File: src/rtl/vend_pkg.sv
// Shared definitions for the change dispenser: coin codes, coin values in
// nickel units, and the dispenser state encoding.
package vend_pkg;

  localparam logic [1:0] COIN_NONE   = 2'b00;
  localparam logic [1:0] COIN_NICKEL = 2'b01;
  localparam logic [1:0] COIN_DIME   = 2'b10;

  localparam int NICKEL_VAL = 1;
  localparam int DIME_VAL   = 2;

  typedef enum logic [1:0] {
    ST_IDLE   = 2'd0,
    ST_SELECT = 2'd1,
    ST_EJECT  = 2'd2,
    ST_DONE   = 2'd3
  } vend_state_t;

endpackage

File: src/rtl/vend_inv_counter.sv
// Saturating up/down inventory counter. A simultaneous inc and dec cancel,
// increments stop at all-ones and decrements stop at zero.
module vend_inv_counter #(
  parameter int INV_W = 8
) (
  input  logic             clock,
  input  logic             reset,
  input  logic             inc,
  input  logic             dec,
  output logic [INV_W-1:0] count
);

  localparam logic [INV_W-1:0] CNT_MAX = {INV_W{1'b1}};

  // Count register with saturation at both ends.
  always_ff @(posedge clock) begin
    if (reset) begin
      count <= '0;
    end else if (inc && !dec && count != CNT_MAX) begin
      count <= count + INV_W'(1);
    end else if (dec && !inc && count != '0) begin
      count <= count - INV_W'(1);
    end
  end

endmodule

File: src/rtl/vend_change_dispenser.sv
// Change dispenser: pays a refund (in nickel units) greedily, dimes first,
// through a valid/ack coin ejector, limited by the dime/nickel inventory.
// Optional ejector watchdog: define VEND_EJECT_TIMEOUT_EN.
module vend_change_dispenser
  import vend_pkg::*;
#(
  parameter int AMT_W         = 4,
  parameter int INV_W         = 8,
  parameter int EJECT_TIMEOUT = 255
) (
  input  logic             clock,
  input  logic             reset,
  input  logic             start,
  input  logic [AMT_W-1:0] amount,
  output logic [1:0]       coin_out,
  output logic             coin_valid,
  input  logic             coin_ack,
  input  logic             load_dime,
  input  logic             load_nickel,
  output logic [INV_W-1:0] dime_count,
  output logic [INV_W-1:0] nickel_count,
  output logic             busy,
  output logic             done,
  output logic             short,
  output logic [AMT_W-1:0] shortfall,
  output logic             fault
);

  vend_state_t      state_q, state_d;
  logic [AMT_W-1:0] remaining_q, remaining_d;
  logic [1:0]       coin_sel_q, coin_sel_d;
  logic             short_q, short_d;
  logic [AMT_W-1:0] shortfall_q, shortfall_d;
  logic             dime_dec, nickel_dec;

`ifdef VEND_EJECT_TIMEOUT_EN
  localparam int TMR_W = $clog2(EJECT_TIMEOUT + 1);
  localparam logic [TMR_W-1:0] TMR_LAST = TMR_W'(EJECT_TIMEOUT - 1);

  logic [TMR_W-1:0] tmr_q;
  logic             fault_q, fault_d;

  // Watchdog counts EJECT cycles; it is zero on the first cycle of each eject.
  always_ff @(posedge clock) begin
    if (reset || state_q != ST_EJECT) begin
      tmr_q <= '0;
    end else begin
      tmr_q <= tmr_q + TMR_W'(1);
    end
  end

  // Fault flag is held with short/shortfall until the next start.
  always_ff @(posedge clock) begin
    if (reset) begin
      fault_q <= 1'b0;
    end else begin
      fault_q <= fault_d;
    end
  end

  assign fault = fault_q;
`else
  // EJECT_TIMEOUT only sizes the watchdog; it stays in the parameter list so
  // both builds present the same interface.
  if (EJECT_TIMEOUT < 0) begin : g_timeout_unused
  end

  assign fault = 1'b0;
`endif

  // State, remaining amount, selected coin and completion status registers.
  always_ff @(posedge clock) begin
    if (reset) begin
      state_q     <= ST_IDLE;
      remaining_q <= '0;
      coin_sel_q  <= COIN_NONE;
      short_q     <= 1'b0;
      shortfall_q <= '0;
    end else begin
      state_q     <= state_d;
      remaining_q <= remaining_d;
      coin_sel_q  <= coin_sel_d;
      short_q     <= short_d;
      shortfall_q <= shortfall_d;
    end
  end

  // Next-state logic: greedy coin choice in SELECT, handshake in EJECT.
  always_comb begin
    state_d     = state_q;
    remaining_d = remaining_q;
    coin_sel_d  = coin_sel_q;
    short_d     = short_q;
    shortfall_d = shortfall_q;
    dime_dec    = 1'b0;
    nickel_dec  = 1'b0;
`ifdef VEND_EJECT_TIMEOUT_EN
    fault_d     = fault_q;
`endif
    unique case (state_q)
      ST_IDLE: begin
        if (start) begin
          remaining_d = amount;
          short_d     = 1'b0;
          shortfall_d = '0;
`ifdef VEND_EJECT_TIMEOUT_EN
          fault_d     = 1'b0;
`endif
          state_d     = ST_SELECT;
        end
      end
      ST_SELECT: begin
        if (remaining_q == '0) begin
          short_d     = 1'b0;
          shortfall_d = '0;
          state_d     = ST_DONE;
        end else if (remaining_q >= AMT_W'(DIME_VAL) && dime_count != '0) begin
          coin_sel_d = COIN_DIME;
          state_d    = ST_EJECT;
        end else if (nickel_count != '0) begin
          coin_sel_d = COIN_NICKEL;
          state_d    = ST_EJECT;
        end else begin
          short_d     = 1'b1;
          shortfall_d = remaining_q;
          state_d     = ST_DONE;
        end
      end
      ST_EJECT: begin
        // An ack on the watchdog's last cycle still counts the coin.
        if (coin_ack) begin
          if (coin_sel_q == COIN_DIME) begin
            dime_dec    = 1'b1;
            remaining_d = remaining_q - AMT_W'(DIME_VAL);
          end else begin
            nickel_dec  = 1'b1;
            remaining_d = remaining_q - AMT_W'(NICKEL_VAL);
          end
          coin_sel_d = COIN_NONE;
          state_d    = ST_SELECT;
        end
`ifdef VEND_EJECT_TIMEOUT_EN
        else if (tmr_q == TMR_LAST) begin
          coin_sel_d  = COIN_NONE;
          short_d     = 1'b1;
          shortfall_d = remaining_q;
          fault_d     = 1'b1;
          state_d     = ST_DONE;
        end
`endif
      end
      ST_DONE: begin
        state_d = ST_IDLE;
      end
      default: begin
        state_d = ST_IDLE;
      end
    endcase
  end

  vend_inv_counter #(.INV_W(INV_W)) u_dime_inv (
    .clock (clock),
    .reset (reset),
    .inc   (load_dime),
    .dec   (dime_dec),
    .count (dime_count)
  );

  vend_inv_counter #(.INV_W(INV_W)) u_nickel_inv (
    .clock (clock),
    .reset (reset),
    .inc   (load_nickel),
    .dec   (nickel_dec),
    .count (nickel_count)
  );

  // coin_sel_q is only non-NONE while in EJECT, so it drives coin_out directly.
  assign coin_out   = coin_sel_q;
  assign coin_valid = (state_q == ST_EJECT);
  assign busy       = (state_q != ST_IDLE);
  assign done       = (state_q == ST_DONE);
  assign short      = short_q;
  assign shortfall  = shortfall_q;

endmodule
File: config.mk
export PLATFORM = sky130hd
export DESIGN_NAME = vend_change_dispenser
export DESIGN_NICKNAME = d
export VERILOG_FILES = /design/src/rtl/vend_pkg.sv /design/src/rtl/vend_inv_counter.sv /design/src/rtl/vend_change_dispenser.sv
export SDC_FILE = /design/constraint.sdc
export NUM_CORES = 1
export LEC_CHECK = 0
export ABC_AREA = 1
export CORE_ASPECT_RATIO = 2
export CORE_UTILIZATION = 52
export DETAILED_ROUTE_END_ITERATION = 6
export DONT_BUFFER_PORTS = 1
export GPL_TIMING_DRIVEN = 0
export PLACE_DENSITY_LB_ADDON = 0.3
export SETUP_SLACK_MARGIN = 0.5
export SLEW_MARGIN = 25
export SYNTH_ARGS = -nofsm -noshare
export SYNTH_HDL_FRONTEND = slang
export SYNTH_SLANG_ARGS = --single-unit
File: constraint.sdc
create_clock -name clock -period 6.97 [get_ports clock]
set_clock_uncertainty 0.1 [all_clocks]
set_input_delay 1.0455 -clock clock [delete_from_list [all_inputs] [get_ports clock]]
set_output_delay 1.0455 -clock clock [all_outputs]
set_load 0.01 [all_outputs]
==> results of run 1 <==
[through the flow]
| step | hold slack [ns] | worst slack, ns | power, mW | area, um2 |
|---|---|---|---|---|
| 2_1_floorplan | 0.384 | 4.12 | 0.429 | 2090 |
| 3_3_place_gp | 0.402 | 3.93 | 0.474 | 2160 |
| 3_5_place_dp | 0.401 | 3.88 | 0.480 | 2160 |
| 4_1_cts | 0.411 | 4.17 | 0.612 | 2240 |
| 5_1_grt | 0.449 | 3.96 | 0.658 | 2240 |
| 6_report | 0.409 | 4.18 | 0.606 | 2240 |
[where the power goes]
group | switching, mW | leakage [nW] | internal [mW]
Combinational | 0.145 | 0.750 | 0.0904
Clock | 0.0606 | 0.0450 | 0.0689
Sequential | 0.0462 | 0.240 | 0.194
[worst max path at each step]
stage	endpoint	cells past startpoint	slack [ns]	from
after floorplan	u_dime_inv.count[7]$_SDFFE_PP0P_	14	4.12	coin_ack
after global placement	u_dime_inv.count[7]$_SDFFE_PP0P_	14	3.93	coin_ack
after detailed placement	u_dime_inv.count[7]$_SDFFE_PP0P_	14	3.88	coin_ack
final	u_dime_inv.count[7]$_SDFFE_PP0P_	14	4.18	coin_ack
after CTS	u_dime_inv.count[7]$_SDFFE_PP0P_	14	4.17	coin_ack
after global routing	u_dime_inv.count[7]$_SDFFE_PP0P_	15	3.96	coin_out[0]$_SDFFE_PP0P_
[cell families (layout without fill, tap and decap cells)]
logic type / count (synthesis) / in the layout / share of synthesized area (%)
xor+xnor: 11 / 11 / 4.60
flops: 29 / 29 / 27.7
fa+ha+maj: 19 / 19 / 12.1
other cells: 1 / 1 / 0.179
compound gates: 62 / 62 / 16.5
simple gates: 135 / 135 / 30.0
buf+inv: 42 / 50 / 8.91
[state kept, by name (all words and copies together), names as in the netlist]
signal	cells
shortfall	4
u_nickel_inv.count	8
u_dime_inv.count	8
short	1
coin_out	2
remaining_q	4
state_q	2
[critical path: cells and delay by family]
family | cells | cell delay [ns]
AND/OR/NAND/NOR | 10 | 0.97
adder cells (fa/ha/maj) | 1 | 0.36
buffers and inverters | 2 | 0.27
AO/OA/AOI/OAI | 1 | 0.22
[layer usage]
metal | vias up | part of all wire (%) | wire length (um)
li1 | 992 | - | -
met3 | 20 | 3.0 | 141
met4 | 0 | 4.4 | 204
met5 | - | 0 | 0
met2 | 44 | 55 | 2560
met1 | 891 | 37 | 1740
[Yosys cell counts (5+ instances only)]
| cell | number | area, um2 |
|---|---|---|
| ha_1 | 17 | 213 |
| dfxtp_1 | 29 | 581 |
| inv_1 | 34 | 128 |
| nand2_1 | 52 | 195 |
| xnor2_1 | 7 | 61.3 |
| nand4_1 | 6 | 37.5 |
| nand2_2 | 5 | 31.3 |
| a21oi_1 | 32 | 160 |
| o21ai_0 | 16 | 80.1 |
| nor2_1 | 39 | 146 |
| nand3_1 | 18 | 90.1 |
[final cells by class]
type	instances	area, um2
Clock buffer	6	72.6
Multi-Input combinational cell	228	1330
Buffer	6	51.3
Tap cell	51	63.8
Sequential cell	29	581
Clock inverter	2	10.0
Fill cell	404	1600
Inverter	36	135
==> impl_metrics.csv, run 1 <==
group,metric,value,unit
floorplan,initial_utilization,54.5,%
floorplan,dieWidth,46.9,um
floorplan,placementRows,32,
worst_setup_path,crit_arrival,2.86,ns
hold_path,hold_start,"shortfall[1]$_SDFFE_PP0P_",
clock_tree,clk_latency,0.28,ns
floorplan,die_h,91.7,um
cells_and_area,fin_util,58.3,%
routing,drt_pass1_iterations,6,
clock_tree,cts_root_buf,"clkbuf_8",
worst_setup_path,worstSetupPathType,"primary input to flop",
sta,hold_viol,0,
routing,ant_nets,0,
sta,fin_crit_sh,40.0,%
routing,num_vias,1947,
clock_tree,clkSinkCount,29,
logic_synthesis,ys_seq_area_share,27.7,%
sta,drv_slew,0,
global_routing,grt-busiest-layer,"met2",
worst_setup_path,max_stage_delay,0.36,ns
logic_synthesis,synthArstFlopShare,0,%
sta,finalSetupViolCount,0,
cells_and_area,final_nets,335,
hold_path,whs_path_depth,2,
logic_synthesis,syn-num-nets,328,
clock_tree,cts_hold_repair.buffers,0,
sta,fmax,359,MHz
cells_and_area,final_common_cell,"nand2_1",
global_routing,grt_util_met3,4.53,%
global_routing,overflow,0,
placement,dpl.cell_count,350,
worst_setup_path,critical_path.slowest_cell,"ha_1",
hold_path,hp-class,"flop to flop",
routing,wl_per_cell,13.0,um
clock_tree,path_clk_slew,0.06,ns
worst_setup_path,critPathLaunchType,"primary input",
worst_setup_path,cp_cell_sequence,"inv_1 > nor2_4 > nand2_2 > nand2_2 > nor2_4 > inv_1 > ha_1 > or2_2 > nand2_1 > nor2_1 > o21ai_0 > nand3_1 > nand2_1 > nor2_1",
global_routing,grt_max_degree,13,
cells_and_area,final_cell_mix,"nand2_1, nor2_1, inv_1, a21oi_1, dfxtp_1",
outcome,status,"finished clean",
logic_synthesis,synthFlopType,"dfxtp_1",
flow_run,maxCapViolCount,0,
global_routing,antenna_found_initial,0,
routing,viasPerCell,5.44,
routing,drt_iter0_markers,37,
routing,wl,4.65,mm
global_routing,grt_pass1_wl,7.44,mm
clock_tree,clockBufferDepth,2,
placement,dp_hpwl,3.75,mm
global_routing,met1_usage,22.0,%
clock_tree,h-tree-depth,2,
sta,rsz0062_at_grt,"no",
worst_setup_path,crit_required,7.04,ns
logic_synthesis,yosys_register_bits,29,
worst_setup_path,timing.rr.start,"coin_out[0]$_SDFFE_PP0P_",
worst_setup_path,r2r_end,"u_dime_inv.count[7]$_SDFFE_PP0P_",
routing,drc,0,
logic_synthesis,synth_edf_count,0,
hold_path,min_to,"shortfall[1]$_SDFFE_PP0P_",
cells_and_area,antenna_cells,0,
logic_synthesis,syn-mean-instance-area,7.00,um2
cells_and_area,drive_gt1_share,11.7,%
logic_synthesis,synth.distinct_cells,35,
clock_tree,cts_resized,0,
worst_setup_path,rrSetupSlack,4.27,ns
placement,io_buffers,0,
worst_setup_path,reg2reg_depth,15,
global_routing,grt_usage,23.7,%
clock_tree,numCtsBuffers,5,
worst_setup_path,critPathCaptureType,"flop",
worst_setup_path,path_max_fanout,7,
sta,min_period,2.79,ns
floorplan,core,3840,um2
floorplan,io_pins,37,
cells_and_area,syn_to_final_growth,6.99,%
placement,place_congestion,0.950,
cells_and_area,fin_cells,358,
global_routing,grt_pass1_vias,1804,
power,irDropWorstVdd,174,uV
power,p_per_area,270,nW/um2
logic_synthesis,syn_inst,299,
clock_tree,postCtsSetupBuffers,0,
power,p_leak,1.03,nW
logic_synthesis,synth_warnings,0,
global_routing,use_met2,43.4,%
clock_tree,cts_tree,"built",
logic_synthesis,netlist_area,2090,um2
floorplan,die-area,4300,um2
sta,tns,0,ns
No activity file was read; power rests on OpenSTA's default activity.
==> run 2: changes to the inputs <==
--- a/config.mk
+++ b/config.mk
@@ -5,7 +5,7 @@
 export SDC_FILE = /design/constraint.sdc
 export NUM_CORES = 1
 export LEC_CHECK = 0
-export ABC_AREA = 1
+export ABC_AREA = 0
 export CORE_ASPECT_RATIO = 2
 export CORE_UTILIZATION = 52
 export DETAILED_ROUTE_END_ITERATION = 6
==> constraint.sdc (replaced) <==
create_clock -name clock -period 2.8 [get_ports clock]
set_clock_uncertainty 0.1 [all_clocks]
set_input_delay 0.42 -clock clock [delete_from_list [all_inputs] [get_ports clock]]
set_output_delay 0.42 -clock clock [all_outputs]
set_load 0.01 [all_outputs]
==> run 2 against run 1 <==
Effect of this change:
- combinational power grew to 3.4 times the previous value
- routed wire length grew 26%
- critical path depth decreased by 5
- clock power grew to 4.1 times the previous value
- worst hold slack worse by 0.20 ns
- final cell count down 11%
- sequential power grew to 2.7 times the previous value
- first-iteration DRC count is 11% higher
- die area rose by 1.4%
- largest cell class unchanged
- critical path type is now flop to flop
- final area rose by 22%
- area after synthesis is 1.5% higher
==> impl_metrics.csv, run 2 <==
group,metric,value,unit
global_routing,overflow,0,
sta,fmax,396,MHz
logic_synthesis,synth_area_leaders,"dfxtp_1, ha_1, mux2i_1",
logic_synthesis,synth_edf_count,0,
power,p_int,1.23,mW
routing,drt_iter0_markers,41,
worst_setup_path,path_max_fanout,7,
sta,rsz0062_at_grt,"yes",
power,irDropWorstVdd,588,uV
floorplan,io_pins,37,
logic_synthesis,yosys_register_bits,29,
power,p_per_area,722,nW/um2
floorplan,initial_utilization,54.7,%
sta,fin_crit_sh,90.2,%
cells_and_area,final_common_cell,"nor2_1",
worst_setup_path,crit_family,"multiplexers",
routing,wl_per_cell,18.3,um
logic_synthesis,synth_simple_gate_area_share,24.6,%
worst_setup_path,cp_cell_sequence,"nand4_1 > o221a_4 > inv_8 > ha_4 > a21oi_4 > a21oi_1 > and3b_1 > mux2i_1 > mux2_4",
logic_synthesis,netlist_top_cells_count,"dfxtp_1, nor2_1, a21oi_1, ha_1, nand2_1",
routing,num_vias,1982,
logic_synthesis,syn_inst,245,
global_routing,grt_pass1_wl,9.11,mm
power,p_leak,1.05,nW
logic_synthesis,synth_top_family_by_area,"simple AND/OR/NAND/NOR gates",
worst_setup_path,critPathCaptureType,"flop",
cells_and_area,reg_top3,"u_dime_inv.count: 8 flops, u_nickel_inv.count: 8 flops",
floorplan,placementRows,32,
sta,drv_slew,0,
worst_setup_path,worstSetupPathType,"flop to flop",
worst_setup_path,critical_path.slowest_cell,"dfxtp_4",
logic_synthesis,synth-xor-area-share,3.71,%
logic_synthesis,synthFlopType,"dfxtp_1",
sta,setup_slack,0.275,ns
logic_synthesis,synth.distinct_cells,53,
logic_synthesis,synth_top_area_share,27.3,%
clock_tree,numCtsBuffers,5,
worst_setup_path,reg2reg_depth,9,
clock_tree,path_clk_slew,0.07,ns
clock_tree,cts_tree,"built",
global_routing,grt_pass1_vias,2143,
flow_run,maxCapViolCount,0,
cells_and_area,final_nets,296,
cells_and_area,antenna_cells,0,
routing,drt_pass1_iterations,4,
placement,place_ws,-0.0152,ns
routing,viasPerCell,6.21,
global_routing,grt_max_degree,11,
cells_and_area,syn_to_final_growth,28.7,%
power,pwr-share-clk,26.9,%
routing,drc,0,
hold_path,hold_start,"coin_ack",
worst_setup_path,timing.rr.start,"u_dime_inv.count[3]$_SDFFE_PP0P_",
power,p_sw,0.742,mW
outcome,status,"finished clean",
placement,dp_hpwl,3.98,mm
cells_and_area,nFillCells,301,
worst_setup_path,crit_arrival,2.60,ns
clock_tree,clk_latency,0.29,ns
logic_synthesis,synth_compound_area_share,21.3,%
logic_synthesis,yosys.area_share.adder,11.9,%
logic_synthesis,synthArstFlopShare,0,%
floorplan,die-area,4360,um2
worst_setup_path,max_stage_delay,0.42,ns
sta,max-slew-margin-rel,60.4,%
placement,place_congestion,0.808,
logic_synthesis,yosys-mux-area-fraction,6.24,%
floorplan,dieWidth,47.2,um
logic_synthesis,netlist_area,2120,um2
logic_synthesis,yosysMostFrequentCell,"dfxtp_1",
sta,hold_viol,0,
cells_and_area,fin_cells,319,
worst_setup_path,critPathLaunchType,"flop",
global_routing,grt_usage,28.5,%
logic_synthesis,ys_seq_area_share,27.3,%
clock_tree,h-tree-depth,2,
hold_path,hp-class,"primary input to flop",
placement,io_buffers,0,
clock_tree,clkSinkCount,29,
worst_setup_path,critical_path.startpoint,"u_dime_inv.count[3]$_SDFFE_PP0P_",
logic_synthesis,synth_warnings,0,
worst_setup_path,rrSetupSlack,0.28,ns
hold_path,min_to,"state_q[1]$_SDFFE_PP0P_",
sta,min_period,2.52,ns
sta,finalSetupViolCount,0,
power,p_sw_share,37.6,%
clock_tree,cts_hold_repair.buffers,0,
logic_synthesis,syn-num-nets,274,
worst_setup_path,r2r_end,"u_dime_inv.count[7]$_SDFFE_PP0P_",
global_routing,antenna_found_initial,0,
floorplan,core,3880,um2
floorplan,die_h,92.4,um
clock_tree,clockBufferDepth,2,
placement,dpl.cell_count,296,
logic_synthesis,yosysTopAreaCell,"dfxtp_1",
logic_synthesis,syn-mean-instance-area,8.67,um2
worst_setup_path,crit_buf_inv,1,
routing,wl,5.84,mm
worst_setup_path,crit_required,2.87,ns
clock_tree,cts_root_buf,"clkbuf_8",
power,comb_power_share,40.8,%
hold_path,whs_path_depth,2,
sta,worst-slew-pin-transition,0.594,ns
cells_and_area,final_cell_mix,"nor2_1, nand2_1, buf_4, a21oi_1, mux2i_1",
power,p_seq_share,32.4,%
routing,ant_nets,0,
cells_and_area,drive_gt1_share,32.5,%
-- run 2: changes by cell type in the layout (fill, tap and decap cells not counted), sizes merged, moves of 6 or more --
cell | previous run | this run
a211oi | 1 | 10
a21oi | 34 | 17
buf | 4 | 21
inv | 36 | 11
mux2i | 0 | 11
nand2 | 58 | 17
nand3 | 20 | 8
nor2 | 47 | 28
o21ai | 22 | 5
xnor2 | 7 | 1
-- run 2: power groups by stage --
stage	Sequential, mW	Combinational (mW)	Clock, mW
floorplan	0.588	0.553	0
global placement	0.612	0.649	0
detailed placement	0.615	0.663	0
CTS	0.632	0.760	0.533
global route	0.648	0.883	0.556
finish	0.639	0.805	0.531
-- run 2: logic make-up (layout without fill, tap and decap cells) --
logic type | count (synthesis) | after routing
xor+xnor | 9 | 9
other cells | 1 | 1
buf+inv | 21 | 43
flops | 29 | 29
fa+ha+maj | 19 | 19
simple gates | 94 | 94
mux | 13 | 13
compound gates | 59 | 60
-- run 2: repair_timing --
action / 4_1_cts / 5_1_grt
pin swaps: 10 / 8
cloned: 1 / 0
endpoints found under the setup margin: 9 / 7
setup buffers: 12 / 2
gates resized for setup: 45 / 15
-- run 2: through the flow --
| stage | area [um2] | hold slack, ns | util [%] | setup TNS [ns] | total power, mW |
|---|---|---|---|---|---|
| after floorplan | 2190 | 0.376 | - | 0 | 1.14 |
| final | 2740 | 0.209 | 70.4 | 0 | 1.97 |
| after detailed placement | 2250 | 0.403 | 58.0 | -0.0152 | 1.28 |
| after global placement | 2250 | 0.393 | 58.0 | 0 | 1.26 |
| after global routing | 2740 | 0.222 | 70.4 | 0 | 2.09 |
| after CTS | 2660 | 0.204 | 68.5 | 0 | 1.93 |
-- run 2: worst max-delay path by stage --
stage               slack (ns)                            endpoint  cells after the start
finish                    0.28    u_dime_inv.count[7]$_SDFFE_PP0P_                      9
global route              0.20  u_nickel_inv.count[6]$_SDFFE_PP0P_                     10
CTS                       0.27    u_dime_inv.count[7]$_SDFFE_PP0P_                     10
detailed placement       -0.02    u_dime_inv.count[6]$_SDFFE_PP0P_                      9
global placement          0.02    u_dime_inv.count[6]$_SDFFE_PP0P_                      9
floorplan                 0.30    u_dime_inv.count[7]$_SDFFE_PP0P_                      9
-- run 2: metal layers --
layer	wire length, um	up-vias	track usage [%]
met5	0	-	0
met4	319	0	20.0
met3	286	31	7.02
met2	3300	56	52.7
met1	1930	949	23.0
li1	-	946	-
-- run 2: cell type report --
cell class | instances | area (um2) | share of cell area (%)
repair buffers | 14 | 116 | 4.25
flip-flops and latches | 29 | 631 | 23.1
clock buffers | 5 | 68.8 | 2.52
multi-input cells | 196 | 1680 | 61.3
well taps | 51 | 63.8 | 2.33
inverters | 11 | 48.8 | 1.78
clock inverters | 3 | 65.1 | 2.38
plain buffers | 10 | 66.3 | 2.42
==> run 3: changes to the inputs <==
--- a/config.mk
+++ b/config.mk
@@ -5,9 +5,8 @@
 export SDC_FILE = /design/constraint.sdc
 export NUM_CORES = 1
 export LEC_CHECK = 0
-export ABC_AREA = 0
 export CORE_ASPECT_RATIO = 2
-export CORE_UTILIZATION = 52
+export CORE_UTILIZATION = 63
 export DETAILED_ROUTE_END_ITERATION = 6
 export DONT_BUFFER_PORTS = 1
 export GPL_TIMING_DRIVEN = 0
==> constraint.sdc (replaced) <==
create_clock -name clock -period 2.4 [get_ports clock]
set_clock_uncertainty 0.1 [all_clocks]
set_input_delay 0.36 -clock clock [delete_from_list [all_inputs] [get_ports clock]]
set_output_delay 0.36 -clock clock [all_outputs]
set_load 0.01 [all_outputs]
==> run 3 against run 2 <==
Effect of this change:
- routed wire length up 33%
- final cell count down 2.2%
- clock power down 14%
- worst setup slack worse by 0.53 ns
- the flow now finishes with violations (negative setup slack)
- critical path depth unchanged
- utilization up 23 points
- critical path type unchanged
- non-clock buffer count up 14
- largest power group unchanged
==> impl_metrics.csv, run 3 (synthesis results as in run 2) <==
group,metric,value,unit
worst_setup_path,r2r_end,"u_nickel_inv.count[7]$_SDFFE_PP0P_",
worst_setup_path,cp_cell_sequence,"nand3b_1 > buf_4 > o221ai_4 > ha_1 > nand3_1 > nand2_2 > a21oi_2 > mux2i_2 > mux2_1",
placement,place_congestion,0.934,
clock_tree,clk_latency,0.29,ns
sta,drv_slew,0,
power,p_per_area,831,nW/um2
power,comb_power_share,50.8,%
global_routing,antenna_found_initial,0,
power,p_leak,1.13,nW
clock_tree,h-tree-depth,2,
power,p_sw,1.05,mW
worst_setup_path,critPathLaunchType,"flop",
worst_setup_path,critPathCaptureType,"flop",
clock_tree,clockBufferDepth,2,
cells_and_area,final_common_cell,"nor2_1",
routing,drt-met1-wl,2.30,mm
placement,io_buffers,0,
floorplan,initial_utilization,66.5,%
placement,dp_hpwl,3.88,mm
floorplan,die-area,3620,um2
sta,finalSetupViolCount,6,
global_routing,grt_max_degree,11,
floorplan,dieWidth,43.1,um
routing,wl_per_cell,24.9,um
placement,placed_cell_area,2230,um2
worst_setup_path,crit_buf_inv,1,
routing,num_vias,2240,
routing,ant_nets,0,
clock_tree,cts_root_buf,"clkbuf_8",
cells_and_area,drive_gt1_share,45.2,%
global_routing,overflow,0,
clock_tree,cts_tree,"built",
routing,dr_wl_met3,461,um
worst_setup_path,crit_family,"multiplexers",
sta,setup_slack,-0.253,ns
sta,fmax,377,MHz
power,p_int,1.43,mW
worst_setup_path,worstSetupPathType,"flop to flop",
worst_setup_path,reg2reg_depth,9,
routing,topRoutingLayerUsed,"met4",
global_routing,grt_usage,38.6,%
cells_and_area,syn_to_final_growth,40.4,%
routing,wl,7.78,mm
worst_setup_path,crit_required,2.47,ns
power,p_seq_share,30.7,%
hold_path,min_to,"state_q[1]$_SDFFE_PP0P_",
worst_setup_path,rrSetupSlack,-0.25,ns
sta,min_period,2.65,ns
sta,hold_viol,0,
worst_setup_path,critical_path.startpoint,"state_q[0]$_SDFFE_PP0P_",
routing,drt_iter0_markers,89,
routing,drt_pass1_iterations,4,
sta,rsz0062_at_grt,"yes",
sta,holdWs,0.165,ns
floorplan,core,3190,um2
worst_setup_path,critical_path.slowest_cell,"o221ai_4",
cells_and_area,finalInstanceArea,2980,um2
cells_and_area,nFillCells,99,
power,irDropWorstVdd,882,uV
clock_tree,path_clk_slew,0.07,ns
power,pwr-share-clk,18.5,%
worst_setup_path,path_max_fanout,7,
floorplan,die_h,84.1,um
clock_tree,numCtsBuffers,5,
sta,max-slew-margin-rel,56.9,%
worst_setup_path,max_stage_delay,0.42,ns
worst_setup_path,timing.rr.start,"state_q[0]$_SDFFE_PP0P_",
worst_setup_path,crit_arrival,2.73,ns
hold_path,whs_path_depth,2,
global_routing,grt_pass1_wl,10.5,mm
cells_and_area,reg_top3,"u_dime_inv.count: 8 flops, u_nickel_inv.count: 8 flops",
hold_path,hp-class,"primary input to flop",
floorplan,placementRows,29,
sta,fin_crit_sh,111,%
routing,dr_wl_met2,4.41,mm
global_routing,grt_pass1_vias,2262,
floorplan,io_pins,37,
routing,viasPerCell,7.18,
flow_run,maxCapViolCount,0,
outcome,violations,"negative setup slack",
clock_tree,clkSinkCount,29,
power,p_sw_share,42.3,%
routing,drc,0,
cells_and_area,final_nets,309,
cells_and_area,antenna_cells,0,
hold_path,hold_start,"coin_ack",
sta,worst-slew-pin-transition,0.647,ns
power,p_total,2.48,mW
cells_and_area,final_cell_mix,"nor2_1, buf_4, dfxtp_4, a21oi_1, nand2_1",
outcome,status,"finished, violations left",
run 3: changes by cell type in the layout (fill, tap and decap cells not counted), moves of 3 or more:
cell,delta
xor2_2,+3
xor2_1,-3
buf_6,+5
nand2_1,-4
dfxtp_2,-3
buf_4,+9
dfxtp_4,+5
run 3: worst max path at each step:
stage               cells past startpoint                                 end  slack, ns
finish                                  9  u_nickel_inv.count[7]$_SDFFE_PP0P_      -0.25
floorplan                               9    u_dime_inv.count[7]$_SDFFE_PP0P_      -0.06
global placement                        8  u_nickel_inv.count[6]$_SDFFE_PP0P_      -0.34
detailed placement                      9    u_dime_inv.count[6]$_SDFFE_PP0P_      -0.37
CTS                                     9  u_nickel_inv.count[7]$_SDFFE_PP0P_      -0.14
global route                           11    u_dime_inv.count[6]$_SDFFE_PP0P_      -0.33
run 3: metal layers:
layer  track usage, %  vias up
met5                0        -
met3             8.01       57
met1             31.3     1073
met4             23.4        0
met2             76.6      135
li1                 -      975
run 3: stage by stage:
stage                     worst slack, ns  TNS [ns]  util, %  std cells
final                              -0.253     -1.13     93.4        312
after global routing               -0.327     -1.59     93.4        312
after CTS                          -0.142    -0.514     87.3        305
after detailed placement           -0.371     -1.49     69.7        276
after global placement             -0.344     -1.30     69.7        276
after floorplan                   -0.0560    -0.182        -        245
run 3: worst register-to-register path: cells and delay by family (launching register included):
| family | cells | cell delay [ns] |
|---|---|---|
| fa+ha+maj | 1 | 0.33 |
| compound gates | 2 | 0.60 |
| simple gates | 3 | 0.42 |
| buf+inv | 1 | 0.16 |
| flops | 1 | 0.33 |
| mux | 2 | 0.61 |
run 3: repair_timing:
action                                  CTS  global route
hold buffers                              0             0
gates resized for setup                  78            31
pin swaps                                26            26
setup buffers                            21             7
cloned                                    0             0
endpoints found under the setup margin   19            19
run 3: final cells by class:
cell class,instances,area (um2),share of cell area [%]
Tap cell,31,38.8,1.30
Sequential cell,29,646,21.6
Inverter,11,53.8,1.80
Clock inverter,1,5.00,0.168
Clock buffer,7,96.3,3.23
Buffer,10,66.3,2.22
Timing Repair Buffer,28,240,8.05
Multi-Input combinational cell,195,1840,61.6
run 3: power by group through the flow:
stage | registers, mW | logic (mW) | clock network (mW)
after CTS | 0.743 | 1.03 | 0.452
after global routing | 0.769 | 1.33 | 0.475
after floorplan | 0.685 | 0.646 | 0
after global placement | 0.710 | 0.755 | 0
after detailed placement | 0.715 | 0.773 | 0
final | 0.761 | 1.26 | 0.457
